### src/rtl/arilla_seq_pkg.sv
// ============================================================================
//  Module      : arilla_seq_pkg
//  Description : Shared definitions for the Arilla transmit sequencer:
//                register offsets inside the transceiver bank, CSR bit
//                positions, the sequencer state encoding and a helper that
//                builds CSR write words.
//  Revision    : 1.0  initial release
// ============================================================================
`default_nettype none

package arilla_seq_pkg;

  // Register offsets relative to BASE_ADDR
  localparam logic [31:0] CSR_OFS  = 32'h0000_0000;
  localparam logic [31:0] BTR_OFS  = 32'h0000_0004;
  localparam logic [31:0] FIFO_OFS = 32'h0000_0008;

  // CSR bit positions
  localparam int CSR_RECV_NE  = 0;
  localparam int CSR_RECV_F   = 1;
  localparam int CSR_SEND_NE  = 2;
  localparam int CSR_SEND_F   = 3;
  localparam int CSR_RECV_EN  = 4;
  localparam int CSR_START    = 5;
  localparam int CSR_TRANS_IP = 6;
  localparam int CSR_CTRL_LSB = 7;   // LOOP/INV/SOUND_SAMP/SOUND_EN at 10:7

  typedef enum logic [3:0] {
    ST_IDLE      = 4'd0,
    ST_CFG_BTR   = 4'd1,
    ST_CFG_CSR   = 4'd2,
    ST_POLL_SEND = 4'd3,
    ST_PUSH      = 4'd4,
    ST_START     = 4'd5,
    ST_GAP       = 4'd6,
    ST_POLL_TIP  = 4'd7,
    ST_RX_READ   = 4'd8,
    ST_DONE      = 4'd9
  } seq_state_e;

  // ctrl = {LOOP, INV, SOUND_SAMP, SOUND_EN, RECV_EN}; the upper four land
  // on CSR[10:7], RECV_EN on CSR[4].
  function automatic logic [31:0] csr_word(input logic [4:0] ctrl, input logic start);
    logic [31:0] w;
    w = '0;
    w[CSR_CTRL_LSB +: 4] = ctrl[4:1];
    w[CSR_RECV_EN]       = ctrl[0];
    w[CSR_START]         = start;
    return w;
  endfunction

endpackage

`default_nettype wire

### src/rtl/arilla_tx_sequencer.sv
// ============================================================================
//  Module      : arilla_tx_sequencer
//  Description : Bus master that drives the Arilla serial transceiver register
//                bank. Optionally reloads the bit time, configures CSR, fills
//                the send FIFO while polling SEND_F, fires START and waits for
//                TRANS_IP to clear; repeats per FIFO-sized chunk until the
//                command length is consumed.
//  Build option: ARILLA_SEQ_RX_DRAIN_EN - drain the receive FIFO while
//                waiting for TRANS_IP and present the bytes on rx_valid/rx_data.
//  Ports       :
//    clk, rst                   clock, asynchronous active-high reset
//    cmd_valid/cmd_ready        command handshake (ready only in IDLE)
//    cmd_len, cmd_ctrl          byte count, {LOOP,INV,SOUND_SAMP,SOUND_EN,RECV_EN}
//    cmd_btr, cmd_btr_wr        bit time value and reload enable
//    tx_valid/tx_ready, tx_data byte stream into the send FIFO
//    busy, done                 activity flag, one-cycle completion pulse
//    bus_addr/bus_wdata         bus address / write data (0 when idle)
//    bus_rd/bus_wr, bus_rdata   single-cycle strobes, combinational read data
//    rx_valid, rx_data          drained receive bytes (build option only)
//  Revision    : 1.0  initial release
// ============================================================================
`default_nettype none

module arilla_tx_sequencer
  import arilla_seq_pkg::*;
#(
  parameter logic [31:0] BASE_ADDR = 32'h4000_0000,
  parameter int          LEN_W     = 8,
  parameter int          START_GAP = 2
) (
  input  logic             clk,
  input  logic             rst,
  input  logic             cmd_valid,
  output logic             cmd_ready,
  input  logic [LEN_W-1:0] cmd_len,
  input  logic [4:0]       cmd_ctrl,
  input  logic [31:0]      cmd_btr,
  input  logic             cmd_btr_wr,
  input  logic             tx_valid,
  output logic             tx_ready,
  input  logic [7:0]       tx_data,
  output logic             busy,
  output logic             done,
  output logic [31:0]      bus_addr,
  output logic [31:0]      bus_wdata,
  output logic             bus_rd,
  output logic             bus_wr,
  input  logic [31:0]      bus_rdata
`ifdef ARILLA_SEQ_RX_DRAIN_EN
  ,
  output logic             rx_valid,
  output logic [7:0]       rx_data
`endif
);

  // Gap counter runs 0 .. START_GAP-1
  localparam int GAP_W = (START_GAP > 2) ? $clog2(START_GAP) : 1;

  seq_state_e       state_q, state_d;
  logic [LEN_W-1:0] rem_q, rem_d;
  logic [LEN_W-1:0] chunk_q, chunk_d;
  logic [GAP_W-1:0] gap_q, gap_d;
  logic [4:0]       ctrl_q, ctrl_d;
  logic [31:0]      btr_q, btr_d;

  // Only a few CSR bits are consumed; the rest of the read word is ignored.
  logic unused_rdata;
  assign unused_rdata = ^bus_rdata;

  always_ff @(posedge clk or posedge rst) begin
    if (rst) begin
      state_q <= ST_IDLE;
      rem_q   <= '0;
      chunk_q <= '0;
      gap_q   <= '0;
      ctrl_q  <= '0;
      btr_q   <= '0;
    end else begin
      state_q <= state_d;
      rem_q   <= rem_d;
      chunk_q <= chunk_d;
      gap_q   <= gap_d;
      ctrl_q  <= ctrl_d;
      btr_q   <= btr_d;
    end
  end

  always_comb begin
    state_d   = state_q;
    rem_d     = rem_q;
    chunk_d   = chunk_q;
    gap_d     = gap_q;
    ctrl_d    = ctrl_q;
    btr_d     = btr_q;
    bus_addr  = '0;
    bus_wdata = '0;
    bus_rd    = 1'b0;
    bus_wr    = 1'b0;
    tx_ready  = 1'b0;

    case (state_q)
      ST_IDLE: begin
        if (cmd_valid) begin
          ctrl_d  = cmd_ctrl;
          btr_d   = cmd_btr;
          rem_d   = cmd_len;
          chunk_d = '0;
          state_d = cmd_btr_wr ? ST_CFG_BTR : ST_CFG_CSR;
        end
      end

      ST_CFG_BTR: begin
        bus_wr    = 1'b1;
        bus_addr  = BASE_ADDR + BTR_OFS;
        bus_wdata = btr_q;
        state_d   = ST_CFG_CSR;
      end

      ST_CFG_CSR: begin
        bus_wr    = 1'b1;
        bus_addr  = BASE_ADDR + CSR_OFS;
        bus_wdata = csr_word(ctrl_q, 1'b0);
        state_d   = (rem_q == '0) ? ST_DONE : ST_POLL_SEND;
      end

      ST_POLL_SEND: begin
        bus_rd   = 1'b1;
        bus_addr = BASE_ADDR + CSR_OFS;
        // A full FIFO with nothing pushed yet this chunk cannot be ours to
        // flush, so keep polling instead of issuing an empty START.
        if (!bus_rdata[CSR_SEND_F]) begin
          state_d = ST_PUSH;
        end else if (chunk_q != '0) begin
          state_d = ST_START;
        end
      end

      ST_PUSH: begin
        tx_ready = 1'b1;
        if (tx_valid) begin
          bus_wr    = 1'b1;
          bus_addr  = BASE_ADDR + FIFO_OFS;
          bus_wdata = {24'd0, tx_data};
          rem_d     = rem_q - LEN_W'(1);
          chunk_d   = chunk_q + LEN_W'(1);
          state_d   = (rem_q == LEN_W'(1)) ? ST_START : ST_POLL_SEND;
        end
      end

      ST_START: begin
        bus_wr    = 1'b1;
        bus_addr  = BASE_ADDR + CSR_OFS;
        bus_wdata = csr_word(ctrl_q, 1'b1);
        chunk_d   = '0;
        gap_d     = '0;
        state_d   = (START_GAP == 0) ? ST_POLL_TIP : ST_GAP;
      end

      ST_GAP: begin
        if (gap_q == GAP_W'(START_GAP - 1)) begin
          state_d = ST_POLL_TIP;
        end else begin
          gap_d = gap_q + GAP_W'(1);
        end
      end

      ST_POLL_TIP: begin
        bus_rd   = 1'b1;
        bus_addr = BASE_ADDR + CSR_OFS;
`ifdef ARILLA_SEQ_RX_DRAIN_EN
        // Pending receive data is drained before the transfer may complete.
        if (bus_rdata[CSR_RECV_NE]) begin
          state_d = ST_RX_READ;
        end else if (!bus_rdata[CSR_TRANS_IP]) begin
          state_d = (rem_q != '0) ? ST_POLL_SEND : ST_DONE;
        end
`else
        if (!bus_rdata[CSR_TRANS_IP]) begin
          state_d = (rem_q != '0) ? ST_POLL_SEND : ST_DONE;
        end
`endif
      end

`ifdef ARILLA_SEQ_RX_DRAIN_EN
      ST_RX_READ: begin
        bus_rd   = 1'b1;
        bus_addr = BASE_ADDR + FIFO_OFS;
        state_d  = ST_POLL_TIP;
      end
`endif

      ST_DONE: begin
        state_d = ST_IDLE;
      end

      default: begin
        state_d = ST_IDLE;
      end
    endcase
  end

  assign cmd_ready = (state_q == ST_IDLE);
  assign busy      = (state_q != ST_IDLE);
  assign done      = (state_q == ST_DONE);

`ifdef ARILLA_SEQ_RX_DRAIN_EN
  logic       rx_valid_q;
  logic [7:0] rx_data_q;

  // The FIFO byte is captured on the edge that ends the RX_READ cycle.
  always_ff @(posedge clk or posedge rst) begin
    if (rst) begin
      rx_valid_q <= 1'b0;
      rx_data_q  <= '0;
    end else begin
      rx_valid_q <= (state_q == ST_RX_READ);
      if (state_q == ST_RX_READ) begin
        rx_data_q <= bus_rdata[7:0];
      end
    end
  end

  assign rx_valid = rx_valid_q;
  assign rx_data  = rx_data_q;
`endif

endmodule

`default_nettype wire

### config.mk
export PLATFORM = sky130hd
export DESIGN_NAME = arilla_tx_sequencer
export DESIGN_NICKNAME = d
export VERILOG_FILES = /design/src/rtl/arilla_seq_pkg.sv /design/src/rtl/arilla_tx_sequencer.sv
export SDC_FILE = /design/constraint.sdc
export NUM_CORES = 1
export LEC_CHECK = 0
export CAP_MARGIN = 10
export CORE_UTILIZATION = 64
export CTS_CLUSTER_SIZE = 14
export DETAILED_ROUTE_END_ITERATION = 7
export DONT_BUFFER_PORTS = 1
export PLACE_DENSITY = 0.78
export SETUP_SLACK_MARGIN = 0.02
export SYNTH_ARGS = -nofsm -noshare
export SYNTH_HDL_FRONTEND = slang
export SYNTH_SLANG_ARGS = --single-unit
### constraint.sdc
create_clock -name clk -period 2.5 [get_ports clk]
set_clock_uncertainty 0.05 [all_clocks]
set_input_delay 0.25 -clock clk [delete_from_list [all_inputs] [get_ports clk]]
set_output_delay 0.25 -clock clk [all_outputs]
set_load 0.01 [all_outputs]
=== Word-level counts from Yosys, hierarchy flattened ===
Index checks and enable logic that the tools add are counted.

* Register bits after elaboration: 58
* Bits in latches: 0
* Bits in writable memories: 0
* ROM bits: 0
* Bits of input ports: 90
* Logic and storage cells: 65
* Memories: 0

* Add/subtract/negate cells: 3
* $mul: 0
* Div/mod/pow operators: 0
* Magnitude comparators: 0
* Eq/ne operators: 14
* Shift-type cells: 0
* Muxes and demuxes: 27
* Bitwise logic cells: 0
* Reduce and logical (&&, ||, !) cells: 15

{| class="wikitable"
|+ Operators by type and width
! operator !! count
|-
| $pmux 32 s4 || 1
|-
| $pmux 31 s3 || 1
|-
| $mux 8 || 5
|-
| $mux 4 || 8
|-
| $pmux 4 s8 || 1
|-
| $mux 31 || 1
|-
| $pmux 8 s3 || 1
|-
| $eq 4x3->1 const B || 4
|-
| $pmux 8 s2 || 1
|-
| $reduce_bool 8->1 || 2
|-
| $add 8x1->8 const B || 1
|-
| $eq 4x2->1 const B || 2
|-
| $eq 8x1->1 const B || 1
|-
| $logic_not 8->1 || 1
|-
| $ne 2x2->1 const B || 4
|-
| $sub 8x1->8 const B || 1
|-
| $reduce_and 3->1 || 2
|-
| $reduce_and 5->1 || 1
|-
| $eq 4x1->1 const B || 1
|-
| $eq 4x4->1 const B || 1
|-
| $logic_not 4->1 || 1
|-
| $mux 1 || 4
|-
| $pmux 1 s2 || 2
|-
| $reduce_bool 2->1 || 2
|-
| 10 further kinds || 10
|}

=== Longest topological paths before layout ===
* Depth in word-level cells: 4
* Depth in mapped cells: 9
* Mapped depth without buffers: 6

=== Least setup slack after synthesis ===
Ideal clock, no wire load.

* Path type: register to output
* From: reg state_q[0]
* To: out bus_addr[30]
* Arrival: 1641 ps
* Setup slack: 559 ps
* Stages on the path, launching flop included: 8
* Buffers on the path: 1
* Path through: dfrtp_1 buf_6 o21ai_0 a21o_1 nand2b_4 inv_4 or3_1 or2_1

* Longest elaborated chain between the ends: 3

{| class="wikitable"
|+ Ends and longest elaborated chain
! element !! line !! text
|-
| start: declaration || arilla_tx_sequencer.sv:59 || <nowiki>seq_state_e state_q, state_d;</nowiki>
|-
| start signal: assignment || arilla_tx_sequencer.sv:79 || <nowiki>state_q <= state_d;</nowiki>
|-
| $eq 4x3->1 or $eq 4x2->1 (tied branches) || arilla_tx_sequencer.sv:101 || <nowiki>case (state_q)</nowiki>
|-
| $reduce_or 4->1 (no source line) || -- ||
|-
| $pmux 31 s3 * || arilla_tx_sequencer.sv:101 ||
|-
| end: declaration || arilla_tx_sequencer.sv:44 || <nowiki>output logic [31:0] bus_addr,</nowiki>
|}

Every way passes the cells marked *; elsewhere a longest branch is shown, timed or not.

=== Worst setup path in the final report ===
* From: reg state_q[3]
* To: out bus_addr[30]

The elaborated chain is that of the path after synthesis.

==> metrics.txt <==
XOR/XNOR Fraction of Synth Area=less than 1%; power per cell area=1200 mW/mm²; vias=between 2000 and 2500; Area Growth Syn to Fin=6.65%; Final setup viols=0; largest net degree at the start of global routing=59; Final #Nets=about 430; Cell Area, Synth=~0.0034 mm²; first-pass GRT wire length=slightly below 10000 µm; H-tree depth=3; Synth Area in Adders=1.84%; Avg Cell Area, Syn=between 10 and 15 µm²; Routed Wire Length=between 6000 and 7000 µm; Final Wtd Congestion=0.848; Core Box Area=around 0.0051 mm²; type of origin of the critical path=flip-flop; Die ar.=about 0.0056 mm²; commonest non-fill, non-tap cell in the layout=dfrtp_1; Total GRT Usage=23.0%; worst-skew pair later-pin latency=about 0.33 ns; Mapped Cells=324; Synth Area in Compound Gates=13.4%; Leak Pwr=about 1.6 nW; Post-Layout Cell Count=around 410; placed insts=384; Unique masters post-synth=between 50 and 60; num rows=26; footprint of the multi-input gates=around 0.0017 mm²; DR WL/cell=about 16 µm; port bufs=0; Max-Cap Viols=0; vias in the first global route=~2100; Warnings, synthesis=0; ratio of final minimum period to clock period=between 90% and 100%; Ports=160; outcome=finished, final reports clean; CP Max Fanout=16; root buffer cell=clkbuf_8; clk slew on worst S/H paths=0.07 ns; Residual DRC=0; CTS tree=yes; grt ovf=0; RSZ-0062 raised after global routing=no; main combinational cell family by area after synthesis=simple AND/OR/NAND/NOR gates; Yosys reg bits=a little under 60; Vias/cell=between 5 and 6; Inserted Diodes=0; Filler Cells Inserted=roughly 400; Clock Tree Buf Depth=2; Setup TNS=0 ns; Inserted Clock Buffers=9; flop-to-flop setup slack=around 0.45 ns; starting DRC count in detailed routing=between 80 and 90; Final Slew Violations=0; crit path kind=reg2out; Main synth FF type=dfrtp_1; die width=74.9 µm; ys async rst share=100%; worst min path class=in2reg; most frequent cells in the layout=dfrtp_1 (55), mux2_2 (37), conb_1 (29); CP arrival=between 2 and 2.5 ns; Pre-Repair DR Iteration Count=4; VDD IR max=~690 µV; Clock Sinks=a little under 60; multiplexer share of the synthesized area=12.9%; Worst Path Required=about 2.2 ns; layout cells sized above 1=23.4%; Max Clock Freq=~420 MHz; Storage cell area=around 0.0015 mm²; Max transition margin=51.3%; Seq/Total Area, Yosys=a little over two fifths; worst-margin pin slew=around 0.73 ns; worst hold margin=~0.016 ns; post-DP HPWL=roughly 4400 µm; initial antenna violation count=0; Post-synth EDFFs=0; Initial Util=66.7%; Post-Synth Simple-Gate Area=between 15 and 20%; CP Capture Type=output pin; Final Hold Fails=0; Final Power=4.35 mW; ANT nets after route=0; Tmin final=2.38 ns; Die H=between 70 and 80 µm
## state kept, by name, summed over array words and instances, names as in the netlist
signal   cells
btr_q       32
state_q      4
rem_q        8
gap_q        1
ctrl_q       5
chunk_q      8
## where the power goes
| part | internal, mW | total, mW | switching (mW) |
|---|---|---|---|
| combinational | 0.838 | 1.80 | 0.959 |
| sequential | 1.35 | 1.64 | 0.285 |
| clock | 0.540 | 0.915 | 0.374 |
| total | 2.73 | 4.35 | 1.62 |
## layer usage
metal  up-vias  wire length (µm)  track usage, %
li1       1107                 -               -
met1      1161              2710            28.5
met2        72              3190            37.4
met3         5               433            9.10
met4         0                53            6.50
met5         -                 0               0
## logic make-up (layout without fill, tap and decap cells)
| kind of cell | count (synthesis) | after routing |
|---|---|---|
| simple gates | 93 | 93 |
| compound gates | 70 | 70 |
| flops | 58 | 58 |
| buf+inv | 57 | 43 |
| mux | 39 | 39 |
| fa+ha+maj | 5 | 5 |
| other cells | 1 | 29 |
| xor+xnor | 1 | 1 |
## path summary, 6_finish.rpt
| kind | depth (start not counted) | startpoint | to |
|---|---|---|---|
| worst min register to register | 1 | btr_q[16] | btr_q[16] |
| worst max register to register | 4 | state_q[1] | btr_q[2] |
| worst min-delay path | 1 | cmd_btr[5] | btr_q[5] |
| max in group asynchronous | 3 | rst | state_q[3] |
| min in group asynchronous | 3 | rst | btr_q[17] |
| worst max-delay path | 6 | state_q[3] | bus_addr[30] |
## cell type report
type                            instances  area share (%)
Multi-Input combinational cell        237            45.8
Sequential cell                        58            40.1
Clock buffer                           12            4.55
Timing Repair Buffer                   17            4.41
Tap cell                               70            2.41
Inverter                               10            1.45
Clock inverter                          4            1.34
## cell usage after synthesis, types with 3 or more instances
library cell / instances / area (µm²)
buf_4: 29 / 218
o22ai_1: 3 / 18.8
clkbuf_1: 6 / 22.5
o21ai_0: 23 / 115
a21o_1: 3 / 22.5
dfrtp_1: 58 / 1450
a21oi_1: 11 / 55.1
a22oi_1: 3 / 22.5
nand2_1: 17 / 63.8
buf_2: 3 / 15.0
buf_6: 8 / 90.1
or3_1: 3 / 18.8
a22o_1: 11 / 96.3
nand2b_1: 3 / 18.8
nor3_1: 4 / 20.0
nand3_1: 3 / 15.0
o31ai_1: 4 / 30.0
inv_1: 8 / 30.0
mux2_2: 37 / 417
ha_1: 5 / 62.6
nor2_1: 14 / 52.6
and2_1: 23 / 144
## per-stage QoR
step	worst slack [ns]	cell area, µm²	utilization (%)
4_1_cts	0.0426	3620	70.9
3_5_place_dp	0.377	3330	65.1
3_3_place_gp	0.392	3330	65.1
2_1_floorplan	0.559	3510	-
6_report	0.122	3630	71.1
5_1_grt	0.0233	3630	71.1
## critical path: stages (launching register included)
cell and delay, ns:
dfrtp_2 0.50, or4b_4 0.61, clkinv_8 0.12, nand2b_4 0.08
inv_4 0.14, or3_1 0.14, or2_1 0.15
## timing repair
item                                    4_1_cts  5_1_grt
endpoints found under the setup margin        1        3
hold buffers                                  8        0
gates cloned                                  0        0
resized for setup                             1        3
pin swaps                                     0        0
hold endpoints to repair                     65        0
buffers inserted                              0        0
No activity file was read; power rests on OpenSTA's default activity.
==> variant, RTL diff (same settings) <==
The option `ARILLA_SEQ_RX_DRAIN_EN` is turned on by a define.
--- a/src/rtl/arilla_tx_sequencer.sv
+++ b/src/rtl/arilla_tx_sequencer.sv
@@ -21,4 +21,6 @@
 // ============================================================================
 `default_nettype none
+
+`define ARILLA_SEQ_RX_DRAIN_EN
 
 module arilla_tx_sequencer
Check against the original RTL (old outputs only; new: rx_data and rx_valid): not equivalent (a bounded check fails within 10 cycles, from zero or initial values and one cycle with rst high).
==> variant against the original RTL <==
  * Synthesized cell count increased by 10%
  * Sequential cell count increased by 9
  * Core utilization increased by 7.2 points
  * Register-to-register slack improved by 30 ps
  * Worst setup slack improved by 51 ps
  * Area after synthesis increased by 11%
  * Power increased by 9.8%
  * Wire length increased by 29%
  * Sequential power increased by 16%
  * Hold slack improved by 3.5 ps
  * Design area increased by 21%
  * Global-route usage increased by 4.1 points
  * Critical endpoint is now bus_wdata[7]
  * Largest power group unchanged
==> variant: results (changes against the original RTL) <==
tightest_slew_ps: 638  # -91.9 ps
largest_reg_flops: 32  # unchanged
layout.cells.non_filler: 478  # +17%
ys_seq_area_share_pct: 44.3  # +1.7 points
path_max_fanout: 32  # +16
cts.path.max_buffers: 2  # unchanged
whs_path_depth: 1  # unchanged
cts_made_buffers: 9  # unchanged
hpwl_um: 5080  # +15%
min-delay-start: "cmd_btr[2]"
ys_async_sr_fraction_pct: 100  # unchanged
synth_area_leaders: "dfrtp_1 44%, mux2_2 9.5%, buf_4 5.8%"
io_buffers: 0  # unchanged
grt_max_degree: 44  # -25%
nFillCells: 364  # -8.3%
r2r_cells: 4  # unchanged
worstHoldEndpoint: "btr_q[2]"
clk_latency_ps: 330  # about the same
grt_pass1_wl_um: 12700  # +32%
outcome: "finished, final reports clean"
crit_arrival_ps: 2030  # -50 ps
hp-class: "in -> reg"
wirelength_um: 8240  # +29%
grt_pass1_vias: 2705  # +29%
syn_avg_cell_area_um2: 10.6  # +0.83%
r2r_end: "rem_q[7]"
cts-root-buf: "clkbuf_8"
power.leakage_nw: 1.96  # +20%
h-tree-depth: 3  # unchanged
ir_drop_v: 0.000739  # +6.9%
layout-drive-gt1-share_pct: 18.7  # -4.7 points
drt_iter0_drc: 171  # +92%
cts_setup_buffers: 0  # unchanged
num_antenna_cells: 0  # unchanged
power_switching_mw: 1.87  # +15%
nets: 496  # +16%
grt.total_usage_pct: 27.0  # +4.1 points
viasPerCell: 5.85  # +1.7%
ys_top_cells_by_count: "67 x dfrtp_1, 32 x mux2_2, 29 x buf_4, 25 x and2_1, 20 x nor2_1"
r2r_setup_slack_ps: 480  # +30 ps
r2r-start: "state_q[1]"
dpl.cell_count: 418  # +8.9%
path_clk_slew_ps: 70  # about the same
firstDrtPassIters: 4  # unchanged
place.gp.congestion: 0.885  # +4.4%
yosysUniqueCellTypes: 57  # -1.7%
antenna_found_initial: 0  # unchanged
yosys_warnings: 0  # unchanged
synth_ff_type: "dfrtp_1"
largest-register: "btr_q"
## variant: cell count changes after synthesis, moves of 4 or more
cell     before  now
buf_6         8    4
dfrtp_1      58   67
buf_2         3   11
nor4_1        1    6
mux2_1        2   14
nand3_1       3    8
o21ai_0      23   19
nor2_1       14   20
mux2_2       37   32
nand2_1      17    9
## variant: stage by stage
step                utilization [%]  setup WS [ps]  cell area [um2]  hold slack (ps)
finish                         78.2            173             4390             19.4
global route                   78.2           34.2             4390             10.5
CTS                            76.7            129             4300            0.406
detailed placement             66.7            499             3740              170
global placement               66.7            519             3740              160
floorplan                         -            517             3890              332
## variant: worst max path at each step
stage	slack, ps	from	depth (start not counted)	endpoint
2_1_floorplan	520	rst	1	btr_q[0]
3_3_place_gp	520	state_q[1]	3	bus_wdata[7]
3_5_place_dp	500	state_q[1]	4	rem_q[2]
4_1_cts	130	state_q[1]	5	bus_wdata[7]
5_1_grt	30	state_q[0]	5	bus_wdata[7]
6_report	170	state_q[0]	5	bus_wdata[7]
## variant: cell type report
| cell class | instances | area share [%] |
|---|---|---|
| Multi-Input combinational cell | 257 | 42.0 |
| Sequential cell | 67 | 38.2 |
| Timing Repair Buffer | 55 | 12.2 |
| Clock buffer | 10 | 3.14 |
| Tap cell | 72 | 2.05 |
| Clock inverter | 6 | 1.45 |
| Inverter | 11 | 0.941 |
## variant: power by group through the flow
stage          Clock, mW  Combinational [mW]  Sequential, mW
2_1_floorplan          0                1.69            1.75
3_3_place_gp           0                1.80            1.88
3_5_place_dp           0                1.86            1.91
4_1_cts            0.924                1.91            1.89
5_1_grt            0.970                2.14            1.97
6_report           0.908                1.96            1.91
## variant: logic make-up (layout without fill, tap and decap cells)
kind of cell	after synthesis	after routing	share of synthesized area, %
AND/OR/NAND/NOR	104	104	16.9
AO/OA/AOI/OAI	71	71	12.7
flip-flops	67	67	44.3
buffers and inverters	61	82	10.1
multiplexers	47	47	14.0
adder cells (fa/ha/maj)	5	5	1.65
other	1	29	0.0991
XOR/XNOR	1	1	0.232
## variant: routing by layer
layer / vias up / routed length [um] / track usage, % / share of wire [%]
li1: 1296 / - / - / -
met1: 1345 / 3320 / 33.0 / 40
met2: 137 / 4260 / 45.2 / 52
met3: 16 / 486 / 7.36 / 5.9
met4: 0 / 173 / 11.6 / 2.1
met5: - / 0 / 0 / 0
## variant: repair_timing
| action | 4_1_cts | 5_1_grt |
|---|---|---|
| hold buffers | 36 | 8 |
| resized for setup | 0 | 2 |
| hold endpoints to repair | 59 | 8 |
| setup endpoints to repair | 0 | 5 |
## variant: critical path, cell delays in order, from the launching register on
cell and delay [ps]:
dfrtp_1 510, inv_1 240, nor4_4 240, buf_4 340
and2_1 180, a221o_1 180
